File: src/rtl/mario_motion_ctrl_pkg.sv
// mario_pkg: types and screen constants shared by the player motion controller.
//   sprite_t    : sprite-ROM select code driven to the pixel pipeline (0..5)
//   state_t     : motion state machine encoding
//   X_MIN/X_MAX : horizontal clamp limits for the sprite left edge
//   Y_GROUND    : sprite top edge while standing on the ground
//   sprite_code : maps state / walk phase / facing onto a sprite code
package mario_pkg;

    typedef enum logic [2:0] {
        SPR_IDLE_R = 3'd0,
        SPR_IDLE_L = 3'd1,
        SPR_WALK_R = 3'd2,
        SPR_WALK_L = 3'd3,
        SPR_JUMP_R = 3'd4,
        SPR_JUMP_L = 3'd5
    } sprite_t;

    typedef enum logic [1:0] {
        ST_IDLE = 2'd0,
        ST_WALK = 2'd1,
        ST_AIR  = 2'd2,
        ST_LAND = 2'd3
    } state_t;

    localparam int unsigned CHAR_WIDTH   = 32;
    localparam int unsigned CHAR_HEIGHT  = 32;
    // Right edge of the play field and the ground line the sprite stands on.
    localparam int unsigned FIELD_X_END  = 734;
    localparam int unsigned GROUND_LINE  = 492;
    localparam int unsigned X_MIN        = 143;
    localparam int unsigned X_MAX        = FIELD_X_END - CHAR_WIDTH;   // 702
    localparam int unsigned Y_GROUND     = GROUND_LINE - CHAR_HEIGHT;  // 460

    function automatic sprite_t sprite_code(input state_t st,
                                            input logic   walk_phase,
                                            input logic   face_left);
        sprite_t code;
        if (st == ST_AIR)
            code = face_left ? SPR_JUMP_L : SPR_JUMP_R;
        else if (st == ST_WALK && walk_phase)
            code = face_left ? SPR_WALK_L : SPR_WALK_R;
        else
            code = face_left ? SPR_IDLE_L : SPR_IDLE_R;
        return code;
    endfunction

endpackage

File: src/rtl/mario_motion_ctrl_if.sv
// mario_motion_ctrl_if: button inputs and sprite position/select outputs of the
// player motion controller.
//   master : button source / sprite consumer (drives btn_*, reads outputs)
//   slave  : the motion controller (reads btn_*, drives outputs)
//   btn_left/btn_right/btn_jump : debounced level buttons
//   pos_x/pos_y  : sprite left/top edge in screen pixels
//   sprite_sel   : sprite ROM select (mario_pkg::sprite_t encoding)
//   facing_left  : current facing direction
//   airborne     : high while the character is in the air
interface mario_motion_ctrl_if;

    logic       btn_left;
    logic       btn_right;
    logic       btn_jump;
    logic [9:0] pos_x;
    logic [9:0] pos_y;
    logic [2:0] sprite_sel;
    logic       facing_left;
    logic       airborne;

    modport master (
        output btn_left, btn_right, btn_jump,
        input  pos_x, pos_y, sprite_sel, facing_left, airborne
    );

    modport slave (
        input  btn_left, btn_right, btn_jump,
        output pos_x, pos_y, sprite_sel, facing_left, airborne
    );

endinterface

File: src/rtl/mario_motion_ctrl_tick_prescaler.sv
// tick_prescaler: free-running divider that pulses tick on the last cycle of
// every DIV-cycle window while en is high; the count restarts from zero
// whenever en drops.
//   clk  : system clock
//   rst  : asynchronous active-low reset
//   en   : count enable (counter held at zero when low)
//   tick : one-cycle pulse on the wrap cycle (combinational from the count)
module tick_prescaler #(
    parameter int unsigned DIV = 4
) (
    input  logic clk,
    input  logic rst,
    input  logic en,
    output logic tick
);

    localparam int unsigned W = (DIV > 1) ? $clog2(DIV) : 1;

    logic [W-1:0] cnt_q, cnt_d;

    always_comb begin
        cnt_d = cnt_q;
        tick  = 1'b0;
        if (!en) begin
            cnt_d = '0;
        end else if (cnt_q == W'(DIV - 1)) begin
            cnt_d = '0;
            tick  = 1'b1;
        end else begin
            cnt_d = cnt_q + W'(1);
        end
    end

    always_ff @(posedge clk or negedge rst) begin
        if (!rst) cnt_q <= '0;
        else      cnt_q <= cnt_d;
    end

endmodule

File: src/rtl/mario_motion_ctrl.sv
// mario_motion_ctrl: turns the left/right/jump buttons into a registered sprite
// position and sprite-ROM select code for the VGA pixel pipeline.
//   clk : system clock
//   rst : asynchronous active-low reset
//   bus : mario_motion_ctrl_if.slave (buttons in; pos_x, pos_y, sprite_sel,
//         facing_left, airborne out, all registered)
module mario_motion_ctrl
    import mario_pkg::*;
#(
    parameter int unsigned MOVE_DIV      = 500000,
    parameter int unsigned GRAV_DIV      = 1000000,
    parameter int unsigned JUMP_COOLDOWN = 1000000,
    parameter int unsigned WALK_FRAMES   = 5,
    parameter int unsigned V_INIT        = 15,
    parameter int unsigned X_INIT        = 300,
    parameter int unsigned Y_GROUND      = mario_pkg::Y_GROUND,
    parameter int unsigned X_MIN         = mario_pkg::X_MIN,
    parameter int unsigned X_MAX         = mario_pkg::X_MAX
) (
    input  logic               clk,
    input  logic               rst,
    mario_motion_ctrl_if.slave bus
);

    localparam int unsigned CW = (JUMP_COOLDOWN > 1) ? $clog2(JUMP_COOLDOWN) : 1;
    localparam int unsigned WW = (WALK_FRAMES > 1)   ? $clog2(WALK_FRAMES)   : 1;

    state_t             state_q, state_d;
    logic [9:0]         pos_x_q, pos_x_d;
    logic [9:0]         pos_y_q, pos_y_d;
    logic signed [6:0]  vy_q, vy_d;
    logic [WW-1:0]      walk_cnt_q, walk_cnt_d;
    logic               walk_phase_q, walk_phase_d;
    logic [CW-1:0]      cool_cnt_q, cool_cnt_d;
    logic               facing_q, facing_d;
    logic               airborne_q, airborne_d;
    sprite_t            sprite_q, sprite_d;

    logic               dir_held;
    logic               move_tick;
    logic               grav_tick;
    logic               in_air;
    logic [10:0]        ny;

    assign dir_held = bus.btn_left | bus.btn_right;
    assign in_air   = (state_q == ST_AIR);

    tick_prescaler #(.DIV(MOVE_DIV)) u_move_div (
        .clk  (clk),
        .rst  (rst),
        .en   (dir_held),
        .tick (move_tick)
    );

    tick_prescaler #(.DIV(GRAV_DIV)) u_grav_div (
        .clk  (clk),
        .rst  (rst),
        .en   (in_air),
        .tick (grav_tick)
    );

    // Candidate height after one gravity tick; bit 10 is the sign.
    assign ny = {1'b0, pos_y_q} + {{4{vy_q[6]}}, vy_q};

    always_comb begin
        state_d      = state_q;
        pos_x_d      = pos_x_q;
        pos_y_d      = pos_y_q;
        vy_d         = vy_q;
        walk_cnt_d   = walk_cnt_q;
        walk_phase_d = walk_phase_q;
        cool_cnt_d   = '0;
        facing_d     = facing_q;

        // Left wins when both are held.
        if (bus.btn_left)       facing_d = 1'b1;
        else if (bus.btn_right) facing_d = 1'b0;

        if (move_tick) begin
            if (bus.btn_left)
                pos_x_d = (pos_x_q <= 10'(X_MIN)) ? 10'(X_MIN) : pos_x_q - 10'd1;
            else
                pos_x_d = (pos_x_q >= 10'(X_MAX)) ? 10'(X_MAX) : pos_x_q + 10'd1;
        end

        case (state_q)
            ST_IDLE, ST_WALK: begin
                if (bus.btn_jump) begin
                    state_d = ST_AIR;
                    pos_y_d = 10'(Y_GROUND - V_INIT);
                    vy_d    = 7'sd0 - 7'(V_INIT);
                end else if (dir_held) begin
                    state_d = ST_WALK;
                end else begin
                    state_d = ST_IDLE;
                end
            end
            ST_AIR: begin
                if (grav_tick) begin
                    if (!ny[10] && ny >= 11'(Y_GROUND)) begin
                        pos_y_d = 10'(Y_GROUND);
                        vy_d    = 7'sd0;
                        state_d = ST_LAND;
                    end else begin
                        pos_y_d = ny[10] ? 10'd0 : ny[9:0];
                        if (vy_q != 7'sd63) vy_d = vy_q + 7'sd1;
                    end
                end
            end
            ST_LAND: begin
                if (cool_cnt_q == CW'(JUMP_COOLDOWN - 1))
                    state_d = dir_held ? ST_WALK : ST_IDLE;
                else
                    cool_cnt_d = cool_cnt_q + CW'(1);
            end
            default: state_d = ST_IDLE;
        endcase

        // Walk animation only runs while staying in (or entering) WALK, so a
        // step taken on the leaving edge does not leave a stale phase behind.
        if (state_d != ST_WALK) begin
            walk_cnt_d   = '0;
            walk_phase_d = 1'b0;
        end else if (move_tick) begin
            if (walk_cnt_q == WW'(WALK_FRAMES - 1)) begin
                walk_cnt_d   = '0;
                walk_phase_d = ~walk_phase_q;
            end else begin
                walk_cnt_d = walk_cnt_q + WW'(1);
            end
        end

        airborne_d = (state_d == ST_AIR);
        sprite_d   = sprite_code(state_d, walk_phase_d, facing_d);
    end

    always_ff @(posedge clk or negedge rst) begin
        if (!rst) begin
            state_q      <= ST_IDLE;
            pos_x_q      <= 10'(X_INIT);
            pos_y_q      <= 10'(Y_GROUND);
            vy_q         <= 7'sd0;
            walk_cnt_q   <= '0;
            walk_phase_q <= 1'b0;
            cool_cnt_q   <= '0;
            facing_q     <= 1'b0;
            airborne_q   <= 1'b0;
            sprite_q     <= SPR_IDLE_R;
        end else begin
            state_q      <= state_d;
            pos_x_q      <= pos_x_d;
            pos_y_q      <= pos_y_d;
            vy_q         <= vy_d;
            walk_cnt_q   <= walk_cnt_d;
            walk_phase_q <= walk_phase_d;
            cool_cnt_q   <= cool_cnt_d;
            facing_q     <= facing_d;
            airborne_q   <= airborne_d;
            sprite_q     <= sprite_d;
        end
    end

    assign bus.pos_x       = pos_x_q;
    assign bus.pos_y       = pos_y_q;
    assign bus.sprite_sel  = sprite_q;
    assign bus.facing_left = facing_q;
    assign bus.airborne    = airborne_q;

endmodule
File: src/flat_wrapper.sv
// flat-port wrapper written by rule: the top's interface ports become plain ports
module mario_motion_ctrl_flat import mario_pkg::*;
#(
    parameter int unsigned MOVE_DIV      = 500000,
    parameter int unsigned GRAV_DIV      = 1000000,
    parameter int unsigned JUMP_COOLDOWN = 1000000,
    parameter int unsigned WALK_FRAMES   = 5,
    parameter int unsigned V_INIT        = 15,
    parameter int unsigned X_INIT        = 300,
    parameter int unsigned Y_GROUND      = mario_pkg::Y_GROUND,
    parameter int unsigned X_MIN         = mario_pkg::X_MIN,
    parameter int unsigned X_MAX         = mario_pkg::X_MAX
)
  (clk, rst, bus_btn_left, bus_btn_right, bus_btn_jump, bus_pos_x, bus_pos_y, bus_sprite_sel, bus_facing_left, bus_airborne);
  mario_motion_ctrl_if bus_i ();
  input  logic clk;
  input  logic rst;
  input wire logic [$bits(bus_i.btn_left)-1:0] bus_btn_left;
  input wire logic [$bits(bus_i.btn_right)-1:0] bus_btn_right;
  input wire logic [$bits(bus_i.btn_jump)-1:0] bus_btn_jump;
  output wire logic [$bits(bus_i.pos_x)-1:0] bus_pos_x;
  output wire logic [$bits(bus_i.pos_y)-1:0] bus_pos_y;
  output wire logic [$bits(bus_i.sprite_sel)-1:0] bus_sprite_sel;
  output wire logic [$bits(bus_i.facing_left)-1:0] bus_facing_left;
  output wire logic [$bits(bus_i.airborne)-1:0] bus_airborne;
  assign bus_i.btn_left = bus_btn_left;
  assign bus_i.btn_right = bus_btn_right;
  assign bus_i.btn_jump = bus_btn_jump;
  assign bus_pos_x = bus_i.pos_x;
  assign bus_pos_y = bus_i.pos_y;
  assign bus_sprite_sel = bus_i.sprite_sel;
  assign bus_facing_left = bus_i.facing_left;
  assign bus_airborne = bus_i.airborne;
  mario_motion_ctrl #(.MOVE_DIV(MOVE_DIV), .GRAV_DIV(GRAV_DIV), .JUMP_COOLDOWN(JUMP_COOLDOWN), .WALK_FRAMES(WALK_FRAMES), .V_INIT(V_INIT), .X_INIT(X_INIT), .Y_GROUND(Y_GROUND), .X_MIN(X_MIN), .X_MAX(X_MAX)) u_core (.clk(clk), .rst(rst), .bus(bus_i));
endmodule
File: config.mk
export PLATFORM = sky130hd
export DESIGN_NAME = mario_motion_ctrl_flat
export DESIGN_NICKNAME = d
export VERILOG_FILES = /design/src/rtl/mario_motion_ctrl_pkg.sv /design/src/rtl/mario_motion_ctrl_if.sv /design/src/rtl/mario_motion_ctrl_tick_prescaler.sv /design/src/rtl/mario_motion_ctrl.sv /design/src/flat_wrapper.sv
export SDC_FILE = /design/constraint.sdc
export NUM_CORES = 1
export LEC_CHECK = 0
export CORE_UTILIZATION = 40
export CTS_BUF_LIST = sky130_fd_sc_hd__clkbuf_8
export CTS_CLUSTER_SIZE = 20
export DETAILED_ROUTE_END_ITERATION = 16
export HOLD_SLACK_MARGIN = 0.1
export SLEW_MARGIN = 30
export SYNTH_ARGS = -nofsm -noshare
export SYNTH_HDL_FRONTEND = slang
export SYNTH_SLANG_ARGS = --single-unit
File: constraint.sdc
create_clock -name clk -period 2.7 [get_ports clk]
set_clock_uncertainty 0.1 [all_clocks]
set_input_delay 0.81 -clock clk [delete_from_list [all_inputs] [get_ports clk]]
set_output_delay 0.81 -clock clk [all_outputs]
set_load 0.005 [all_outputs]
==> key figures <==
Place
  • I/O Buffers: 29
  • Area of placed instances: roughly 6200 um2
  • GPL Wtd Cong: between 0.8 and 0.9
  • Hpwl dp: ~9000 um
  • Placed cell count: 847

Worst hold path
  • Hold path start: u_core.cool_cnt_q[0]
  • Hold Crit Endpoint: u_core.cool_cnt_q[0]
  • HP Class: register to register
  • Hold Crit Depth: 1

Yosys
  • Synth top area cells: dfrtp_1, nor2_1, xor2_1, ha_1, dfstp_2
  • Sequential area share after synthesis: between 40% and 50%
  • Ys Warns: 0
  • Synth Flop Type: dfrtp_1
  • Post-synth top area share: 39.1%
  • Syn Nets: between 600 and 700
  • Synthesized area: about 5500 um2
  • Gate Count Post-Synth: 622
  • Async SR Flop Fraction: 100%
  • Flops & latches, synth: 95
  • Avg Inst Size Synth: roughly 9 um2
  • Most numerous cell in the Yosys netlist: nor2_1
  • Synth cell count leaders: nor2_1, dfrtp_1, nand2_1
  • Yosys cell types: 60
  • EDFF count, synth: 0
  • Yosys top cell by area: dfrtp_1

Floorplan
  • Die Wd: 119 um
  • Die Ht: about 120 um
  • CORE AREA: around 13000 um2
  • # rows: 42
  • Io pins: 30
  • Die footprint: between 10000 and 15000 um2
  • Initial Utilization: between 40% and 50%

STA
  • Crit share post-route: 101%
  • Post-route setup slack: -0.0337 ns
  • Rel. slew slack: around three fifths
  • Setup violations, final: 2
  • Unrepaired setup endpoints after global routing: true
  • Final hold slack: between 0.3 and 0.4 ns
  • Fin crit period: about 2.7 ns
  • Final slew viol count: 0
  • Worst Max-Slew Pin Slew: 0.622 ns
  • TNS Setup: -0.0621 ns
  • F_max: ~370 MHz
  • Final hold viol count: 0

Clock network
  • Worst-path clk slew: about 0.09 ns
  • Longest Clk Path Bufs: 2
  • Clk_lat worst skew: 0.37 ns
  • Clock Sink Count: between 90 and 100
  • TritonCTS clock tree: built
  • Total CTS buffers: 9
  • H-tree levels: 3
  • Clock root cell: clkbuf_8

Pwr
  • Static Leakage: around 2.8 nW
  • Pwr per Cell Area: 434 nW/um2
  • Worst vdd ir: ~210 uV

Routing
  • Initial DRC count: between 200 and 300
  • Routed WL: ~13000 um
  • Detail Route Antenna Nets: 0
  • Drt drc: 0
  • Vias per Instance: 5.45
  • Post-DR wirelength/cell: approximately 14 um
  • Drt pass-1 iters: 5
  • Vias: approximately 4700

Status
  • Failing checks: negative setup slack
  • Status: finished, violations left

Setup path
  • Arrival time at the worst endpoint: 2.88 ns
  • CP Class: register to register
  • FF-to-FF End: u_core.vy_q[0]
  • R2R cell count: 10
  • Worst Path Required: roughly 2.9 ns
  • Max FO, Critical Path: 5
  • Worst setup SP type: register
  • Reg-to-Reg Start: u_core.vy_q[0]
  • R2R Setup Slk: -0.03 ns
  • WP depth: 10
  • Max stage delay on crit path: around 0.4 ns
  • Element type at the critical path end: register
  • Worst-path cell with the longest stage delay: dfrtp_1
  • CP top delay family: compound AO/OA/AOI/OAI gates
  • Buf/Inv on CP: 1
  • Worst-path cell chain: ha_2, fa_2, a211oi_4, o31ai_4, o211a_1, nor3_4, buf_4, nand3_1, a31oi_1, o221ai_1

Final layout
  • Nets: ~710
  • Post-layout util: between 40% and 50%
  • Area delta synth->final: 18.9%
  • Share of layout cells above drive strength 1: roughly an eighth
  • Post-Layout Cell Count: roughly 870
  • Ant diodes: 0
  • Final instance area: 6550 um2

GRT
  • Total track usage: a little under a fifth
  • Initial antenna violation count: 0
  • Grt total ovfl: 0
  • Vias in the first global route: between 4000 and 5000
  • Largest net degree at the start of global routing: 56
  • First-pass GRT wire length: around 21000 um

Run
  • Maxcap violations: 0
## registers in the layout, summed over array words and instances, names as in the netlist
signal	flops
u_core.bus.airborne	1
u_core.bus.pos_x	10
u_core.bus.pos_y	10
u_core.bus.sprite_sel	2
u_core.cool_cnt_q	20
u_core.state_q	2
u_core.u_grav_div.cnt_q	20
u_core.u_move_div.cnt_q	19
u_core.vy_q	7
u_core.walk_cnt_q	3
u_core.walk_phase_q	1
## what timing repair did
action	4_1_cts	5_1_grt
resized for setup	4	7
setup buffers	2	2
pin swaps	3	3
hold buffers	1	0
setup endpoints to repair	17	22
hold endpoints to repair	1	0
gates cloned	0	0
## metal layers
layer / track usage [%] / vias up / wire [um]
met2: 30.3 / 87 / 6000
met4: 6.88 / 0 / 178
li1: - / 2323 / -
met3: 3.02 / 20 / 394
met1: 23.9 / 2302 / 5960
met5: 0 / - / 0
## report_power, final
part	internal (mW)	total, mW	switching [mW]
clock network	0.539	1.04	0.500
logic	0.124	0.275	0.151
registers	1.47	1.53	0.0557
## final cells by class
| type | count | area (um2) |
|---|---|---|
| Clock buffer | 10 | 138 |
| Sequential cell | 95 | 2390 |
| Clock inverter | 6 | 80.1 |
| Timing Repair Buffer | 74 | 641 |
| Inverter | 24 | 90.1 |
| Multi-Input combinational cell | 483 | 2990 |
| Tap cell | 176 | 220 |
| Fill cell | 1289 | 6800 |
## cells in the final DEF, fill, tap and decap left out, types with 11 or more instances in the layout
cell type	count
nor2_1	93
dfrtp_1	86
nand2_1	56
buf_4	44
nand3_1	40
xor2_1	33
a21oi_1	31
clkdlybuf4s50_1	28
inv_1	27
o21ai_0	27
xnor2_1	22
nor3_1	21
and3_1	19
ha_1	18
nand4_1	13
or3_1	11
## worst reg2reg max path: cells and delay by family, from the launching register on
family          cells  cell delay, ns
buf+inv             1            0.17
fa+ha+maj           2            0.56
simple gates        2            0.34
flops               1            0.40
compound gates      5            1.05
## per-stage QoR
step	setup WS (ns)	power (mW)
floorplan	0.00455	1.70
global placement	-0.0508	1.82
detailed placement	-0.128	1.82
CTS	-0.0252	2.88
global route	-0.156	2.96
finish	-0.0337	2.84
## logic make-up (layout without fill, tap and decap cells)
| kind of cell | count (synthesis) | after routing | share of synthesized area (%) |
|---|---|---|---|
| adder cells (fa/ha/maj) | 20 | 20 | 4.68 |
| buffers and inverters | 44 | 114 | 3.27 |
| XOR/XNOR | 55 | 55 | 8.75 |
| AO/OA/AOI/OAI | 113 | 113 | 13.5 |
| AND/OR/NAND/NOR | 295 | 295 | 26.4 |
| flip-flops | 95 | 95 | 43.4 |
## how the worst max path moves through the flow
stage                                    from                  end  slack (ns)
final                          u_core.vy_q[0]       u_core.vy_q[0]       -0.03
after detailed placement  u_core.bus.pos_y[0]  u_core.bus.pos_y[4]       -0.13
after global placement    u_core.bus.pos_y[0]       u_core.vy_q[0]       -0.05
after CTS                 u_core.bus.pos_y[0]  u_core.bus.pos_y[4]       -0.03
after floorplan           u_core.bus.pos_y[0]  u_core.bus.pos_y[4]       0.005
after global routing      u_core.bus.pos_y[0]  u_core.bus.pos_y[2]       -0.16
(Power assumes the default switching activity.)
